===== src/rtl/bru_pkg.sv =====
// bru_pkg: shared types and constants for the branch resolve unit
package bru_pkg;
    typedef enum logic {RUN, SQUASH} state_t;
    localparam logic [6:0] BRANCH_OPCODE = 7'b1100011;
    localparam int PC_W = 64;
    localparam int INST_BYTES = 4;
endpackage


===== src/rtl/bru_stats.sv =====
// bru_stats: saturating counters of predictor updates and flush cycles
module bru_stats (
    input  logic        clk,
    input  logic        rst,
    input  logic        upd_valid,
    input  logic        flush,
    output logic [31:0] stat_branches,
    output logic [31:0] stat_mispredicts
);
    always_ff @(posedge clk) begin
        if (rst) begin
            stat_branches    <= '0;
            stat_mispredicts <= '0;
        end else begin
            if (upd_valid && stat_branches != '1) stat_branches <= stat_branches + 32'd1;
            if (flush && stat_mispredicts != '1) stat_mispredicts <= stat_mispredicts + 32'd1;
        end
    end
endmodule


===== src/rtl/branch_resolve_unit.sv =====
// branch_resolve_unit: ID-stage branch check, flush/redirect and predictor update
// Define BRANCH_STATS_EN to add the stat_branches/stat_mispredicts counters.
module branch_resolve_unit
    import bru_pkg::*;
#(
    parameter int N_REG  = 4,
    parameter int N_BITS = $clog2(N_REG)
) (
    input  logic              clk,
    input  logic              rst,
    input  logic              if_valid,
    input  logic [PC_W-1:0]   if_pc,
    input  logic              pred_taken,
    input  logic [PC_W-1:0]   pred_target,
    input  logic              stall,
    input  logic              id_is_branch,
    input  logic              id_taken,
    input  logic [PC_W-1:0]   id_target,
    output logic              flush,
    output logic [PC_W-1:0]   redirect_pc,
    output logic              upd_valid,
    output logic [N_BITS-1:0] upd_index,
    output logic              upd_correct,
    output logic [PC_W-1:0]   upd_target
`ifdef BRANCH_STATS_EN
    ,
    output logic [31:0]       stat_branches,
    output logic [31:0]       stat_mispredicts
`endif
);
    state_t            state, state_d;
    logic              slot_v, slot_ptaken;
    logic [PC_W-1:0]   slot_pc, slot_ptarget, seq_pc, correct_pc;
    logic              eval, br_eval, br_miss, mispredict;

    always_comb begin
        eval       = slot_v && !stall && state == RUN;
        br_eval    = eval && id_is_branch;
        seq_pc     = slot_pc + PC_W'(INST_BYTES);
        br_miss    = (slot_ptaken != id_taken) || (slot_ptaken && id_taken && slot_ptarget != id_target);
        mispredict = eval && (id_is_branch ? br_miss : slot_ptaken);
        correct_pc = (id_is_branch && id_taken) ? id_target : seq_pc;
        state_d    = mispredict ? SQUASH : RUN;
    end

    always_ff @(posedge clk) begin
        if (rst) begin
            state       <= RUN;
            slot_v      <= 1'b0;
            flush       <= 1'b0;
            upd_valid   <= 1'b0;
            upd_correct <= 1'b0;
            upd_index   <= '0;
            upd_target  <= '0;
            redirect_pc <= '0;
        end else begin
            state     <= state_d;
            flush     <= mispredict;
            upd_valid <= br_eval;
            if (mispredict) redirect_pc <= correct_pc;
            if (br_eval) begin
                upd_index   <= slot_pc[2*N_BITS-1:N_BITS];
                upd_correct <= !br_miss;
                upd_target  <= id_target;
            end
            // the squash cycle kills the wrong-path slot even while stalled
            if (state == SQUASH) slot_v <= 1'b0;
            else if (!stall) slot_v <= if_valid;
        end
    end

    always_ff @(posedge clk) begin
        if (state == RUN && !stall) begin
            slot_pc      <= if_pc;
            slot_ptaken  <= pred_taken;
            slot_ptarget <= pred_target;
        end
    end

`ifdef BRANCH_STATS_EN
    bru_stats u_stats (
        .clk              (clk),
        .rst              (rst),
        .upd_valid        (upd_valid),
        .flush            (flush),
        .stat_branches    (stat_branches),
        .stat_mispredicts (stat_mispredicts)
    );
`endif
endmodule

===== config.mk =====
export PLATFORM = sky130hd
export DESIGN_NAME = branch_resolve_unit
export DESIGN_NICKNAME = d
export VERILOG_FILES = /design/src/rtl/bru_pkg.sv /design/src/rtl/bru_stats.sv /design/src/rtl/branch_resolve_unit.sv
export SDC_FILE = /design/constraint.sdc
export NUM_CORES = 1
export LEC_CHECK = 0
export ABC_AREA = 0
export BUFFER_PORTS_ARGS = -buffer_cell sky130_fd_sc_hd__buf_4
export CAP_MARGIN = 10
export CORE_MARGIN = 2
export CORE_UTILIZATION = 47
export CTS_CLUSTER_DIAMETER = 80
export DETAILED_ROUTE_END_ITERATION = 8
export PLACE_DENSITY = 0.76
export SETUP_SLACK_MARGIN = 0.1
export SYNTH_ARGS = -nofsm -noshare
export SYNTH_HDL_FRONTEND = slang
export SYNTH_SLANG_ARGS = --single-unit

===== constraint.sdc =====
create_clock -name clk -period 7.6 [get_ports clk]
set_clock_uncertainty 0.05 [all_clocks]
set_input_delay 0 -clock clk [delete_from_list [all_inputs] [get_ports clk]]
set_output_delay 0 -clock clk [all_outputs]
set_load 0.02 [all_outputs]

==> impl_metrics.env <==
export IMPL_clkPwrFrac_pct=39.7
export IMPL_worstSetupStartpoint="slot_ptarget[7]"
export IMPL_ys_flop_type="sky130_fd_sc_hd__dfxtp_1"
export IMPL_timing_critical_path_required_ns=7.98
export IMPL_final_max_tran_viols=0
export IMPL_maximum_fanout_along_the_worst_path=52
export IMPL_drt_pass1_iter_count=6
export IMPL_timing_max_cap_violations=0
export IMPL_num_fill_cells=1706
export IMPL_setup_violations=0
export IMPL_drtAntennaViolNets=0
export IMPL_clock_latency_on_the_worst_skew_pair_ns=0.54
export IMPL_grt_antenna_before_repair=3
export IMPL_clock_tree_root_cell="sky130_fd_sc_hd__clkbuf_16"
export IMPL_cts_htree_levels=1
export IMPL_seqPwrFrac_pct=47.5
export IMPL_routed_top_layer="met4"
export IMPL_worst_ep_arrival_time_ns=3.55
export IMPL_total_congestion_overflow=0
export IMPL_syn_area_sq_um=11500
export IMPL_synth_enable_flop_cells=129
export IMPL_area_delta_synth_final_pct=48.3
export IMPL_wire_length_of_the_first_global_routing_pass_microns=62200
export IMPL_fmax_mhz=315
export IMPL_final_period_utilization_pct=41.8
export IMPL_syn_nets=1365
export IMPL_timing_slew_headroom_pct=28.5
export IMPL_hold_worst_slack_ns=0.0576
export IMPL_ys_types=43
export IMPL_number_of_synthesized_register_bits=263
export IMPL_final_cell_mix="sky130_fd_sc_hd__buf_4 (341), sky130_fd_sc_hd__dlygate4sd3_1 (196), sky130_fd_sc_hd__nand2_1 (163)"
export IMPL_yosysWarnings=0
export IMPL_status="finished clean"
export IMPL_routed_wire_length_per_instance_microns=20.8
export IMPL_grt_pass1_vias=10762
export IMPL_chipHeight_microns=161
export IMPL_fin_tns_setup_ns=0
export IMPL_type_of_destination_of_the_critical_path="flop"
export IMPL_net_switching_power_w=0.000811
export IMPL_clock_tree_buffer_depth=3
export IMPL_finalHoldViolCount=0
export IMPL_holdCritStartpoint="rst"
export IMPL_boundaryPins=332
export IMPL_timing_worst_setup_path_type="reg -> reg"
export IMPL_seq_area_sq_um=6560
export IMPL_most_frequent_standard_cell_in_the_layout_excluding_fill_and_tap_cells="sky130_fd_sc_hd__buf_4"
export IMPL_timing_final_crit_period_ns=3.17
export IMPL_routed_via_density=5.55
export IMPL_met2WireLength_microns=19700
export IMPL_synth_area_per_cell_sq_um=9.92
export IMPL_worst_slew_pin_transition_ns=1.07
export IMPL_remaining_drc_errors=0
export IMPL_floorplan_die_width_microns=161
export IMPL_power_frac_comb_pct=12.9
export IMPL_path_cells="xnor2_1 -> nand4_1 -> nor4_1 -> nand4_1 -> a21bo_2 -> nand2_1 -> o41ai_1"
export IMPL_global_route_usage_total_pct=31.2
export IMPL_worstSetupStartpointType="flop"
export IMPL_drive_gt1_share_pct=24.0
export IMPL_detail_route_wirelength_microns=41800
export IMPL_dpl_hpwl_microns=28700
export IMPL_seq_area_frac_synth_pct=56.8
export IMPL_multi_input_area_sq_um=4700
export IMPL_wirelength_met1_microns=16200
export IMPL_irDropWorstVdd_mv=0.134
export IMPL_net_total_in_the_final_layout=1859
export IMPL_power_share_switching_pct=24.2
export IMPL_postCtsSetupRepairBufs=0
export IMPL_floorplan_initialDensity_pct=47.6
export IMPL_r2r_setup_slack_ns=4.43
export IMPL_placement_rows=57
export IMPL_port_buffer_count=331
export IMPL_numClockSinks=263
export IMPL_gp_congestion=0.946
export IMPL_cp_slowest_stage_delay_ns=0.88
export IMPL_numPlacedInstances=1756
export IMPL_grt_max_degree=104
export IMPL_clkSlewWorstSetupHoldPaths_ns=0.06
export IMPL_detail_route_iter0_violations=1271
export IMPL_async_reset_ff_share_pct=0
export IMPL_crit_path_most_repeated_cell="sky130_fd_sc_hd__nand4_1"
export IMPL_internal_power_w=0.00255
export IMPL_fp_coreArea_sq_um=24200
export IMPL_floorplan_die_area_sq_um=25800
export IMPL_power_per_cell_area_nw_per_um2=196
export IMPL_vias=11144
export IMPL_routed_wl_met3_microns=4000
export IMPL_numCtsBuffers=28
export IMPL_tritoncts="yes"
export IMPL_hold_class="in -> reg"
export IMPL_final_instance_count_excl_fill=2007
export IMPL_power_leakage_nw=6.54
export IMPL_postSynthCellCount=1164
export IMPL_timing_critical_path_slowest_stage_cell="sky130_fd_sc_hd__a21bo_2"
export IMPL_timing_rr_start="slot_ptarget[7]"
export IMPL_grt_setup_unrepaired="false"
## per-layer routing
| metal | vias up | global-route usage, % |
|---|---|---|
| met5 | - | 0 |
| li1 | 5116 | - |
| met4 | 0 | 12.9 |
| met3 | 106 | 5.48 |
| met1 | 5253 | 40.9 |
| met2 | 669 | 51.4 |
## kinds of logic (layout without fill, tap and decap cells)
family	after synthesis	after routing	synth area share, %
AO/OA/AOI/OAI	235	235	11.7
XOR/XNOR	103	103	7.81
adder cells (fa/ha/maj)	2	2	0.217
buffers and inverters	82	598	2.71
flip-flops	263	263	56.8
multiplexers	6	6	0.520
other	0	3	0
AND/OR/NAND/NOR	473	473	20.3
## sequential cells by signal, summed over array words and instances (netlist names)
signal        cells
upd_correct       1
slot_pc          64
upd_target       64
flush             1
upd_index         2
slot_ptarget     64
slot_v            1
upd_valid         1
slot_ptaken       1
redirect_pc      64
## repair_timing
action / CTS / global route
resized for setup: 0 / 0
hold buffers: 196 / 0
hold endpoints to repair: 253 / 0
## path summary, 6_finish.rpt
check | endpoint | cells past startpoint
worst max-delay path | redirect_pc[22] | 7
worst min-delay path | upd_valid | 2
worst max register to register | redirect_pc[22] | 7
worst min register to register | upd_index[0] | 2
## synth_stat cells (3+ instances only)
cell,instances,share of area (%)
sky130_fd_sc_hd__and2_1,3,0.16
sky130_fd_sc_hd__buf_2,4,0.17
sky130_fd_sc_hd__inv_1,9,0.29
sky130_fd_sc_hd__or3_1,15,0.81
sky130_fd_sc_hd__buf_1,11,0.36
sky130_fd_sc_hd__nor2_1,88,2.9
sky130_fd_sc_hd__or4_1,4,0.26
sky130_fd_sc_hd__o21ai_1,9,0.39
sky130_fd_sc_hd__nor3_1,12,0.52
sky130_fd_sc_hd__a311oi_1,13,0.99
sky130_fd_sc_hd__o41ai_1,4,0.30
sky130_fd_sc_hd__dfxtp_1,134,23
sky130_fd_sc_hd__edfxtp_1,129,34
sky130_fd_sc_hd__mux2i_1,6,0.52
sky130_fd_sc_hd__o21ai_0,79,3.4
sky130_fd_sc_hd__xor2_1,24,1.8
sky130_fd_sc_hd__xnor2_1,79,6.0
sky130_fd_sc_hd__o31ai_1,4,0.26
sky130_fd_sc_hd__a31oi_1,11,0.60
sky130_fd_sc_hd__nor4_2,4,0.43
sky130_fd_sc_hd__nand2b_1,42,2.3
sky130_fd_sc_hd__nor4_1,5,0.27
sky130_fd_sc_hd__a21oi_1,83,3.6
sky130_fd_sc_hd__nand3_1,70,3.0
sky130_fd_sc_hd__and3_1,9,0.49
sky130_fd_sc_hd__nand4_1,32,1.7
sky130_fd_sc_hd__nor2b_1,9,0.49
sky130_fd_sc_hd__clkbuf_1,58,1.9
sky130_fd_sc_hd__nand4_2,4,0.43
sky130_fd_sc_hd__nand2_1,165,5.4
sky130_fd_sc_hd__a211oi_1,27,1.8
## power groups by stage
| stage | Clock, W | Combinational, W | Sequential [W] |
|---|---|---|---|
| 3_5_place_dp | 0 | 0.000339 | 0.00162 |
| 4_1_cts | 0.00134 | 0.000424 | 0.00159 |
| 6_report | 0.00133 | 0.000432 | 0.00159 |
| 2_1_floorplan | 0 | 0.000142 | 0.00164 |
| 5_1_grt | 0.00141 | 0.000457 | 0.00160 |
| 3_3_place_gp | 0 | 0.000335 | 0.00162 |
## critical path: cells and delay by family (launching register included)
| kind | cells | cell delay [ns] |
|---|---|---|
| compound gates | 2 | 1.37 |
| simple gates | 4 | 1.03 |
| flops | 1 | 0.38 |
| xor+xnor | 1 | 0.23 |
## stage by stage
step	power, W	area (sq um)	util (%)	setup slack (ns)
after CTS	0.00336	17100	70.6	4.48
final	0.00336	17100	70.6	4.43
after detailed placement	0.00196	14300	58.8	4.49
after floorplan	0.00178	11500	-	0.111
after global placement	0.00195	14300	58.8	4.56
after global routing	0.00347	17100	70.6	4.24
## layout make-up
| type | instances | share of cell area [%] |
|---|---|---|
| Clock buffer | 42 | 4.82 |
| Clock inverter | 10 | 0.460 |
| Tap cell | 324 | 2.37 |
| Multi-Input combinational cell | 819 | 27.4 |
| Timing Repair Buffer | 537 | 26.4 |
| Antenna cell | 3 | 0.0438 |
| Inverter | 9 | 0.197 |
| Sequential cell | 263 | 38.3 |
Note: power is estimated with default switching activity, not from simulation.
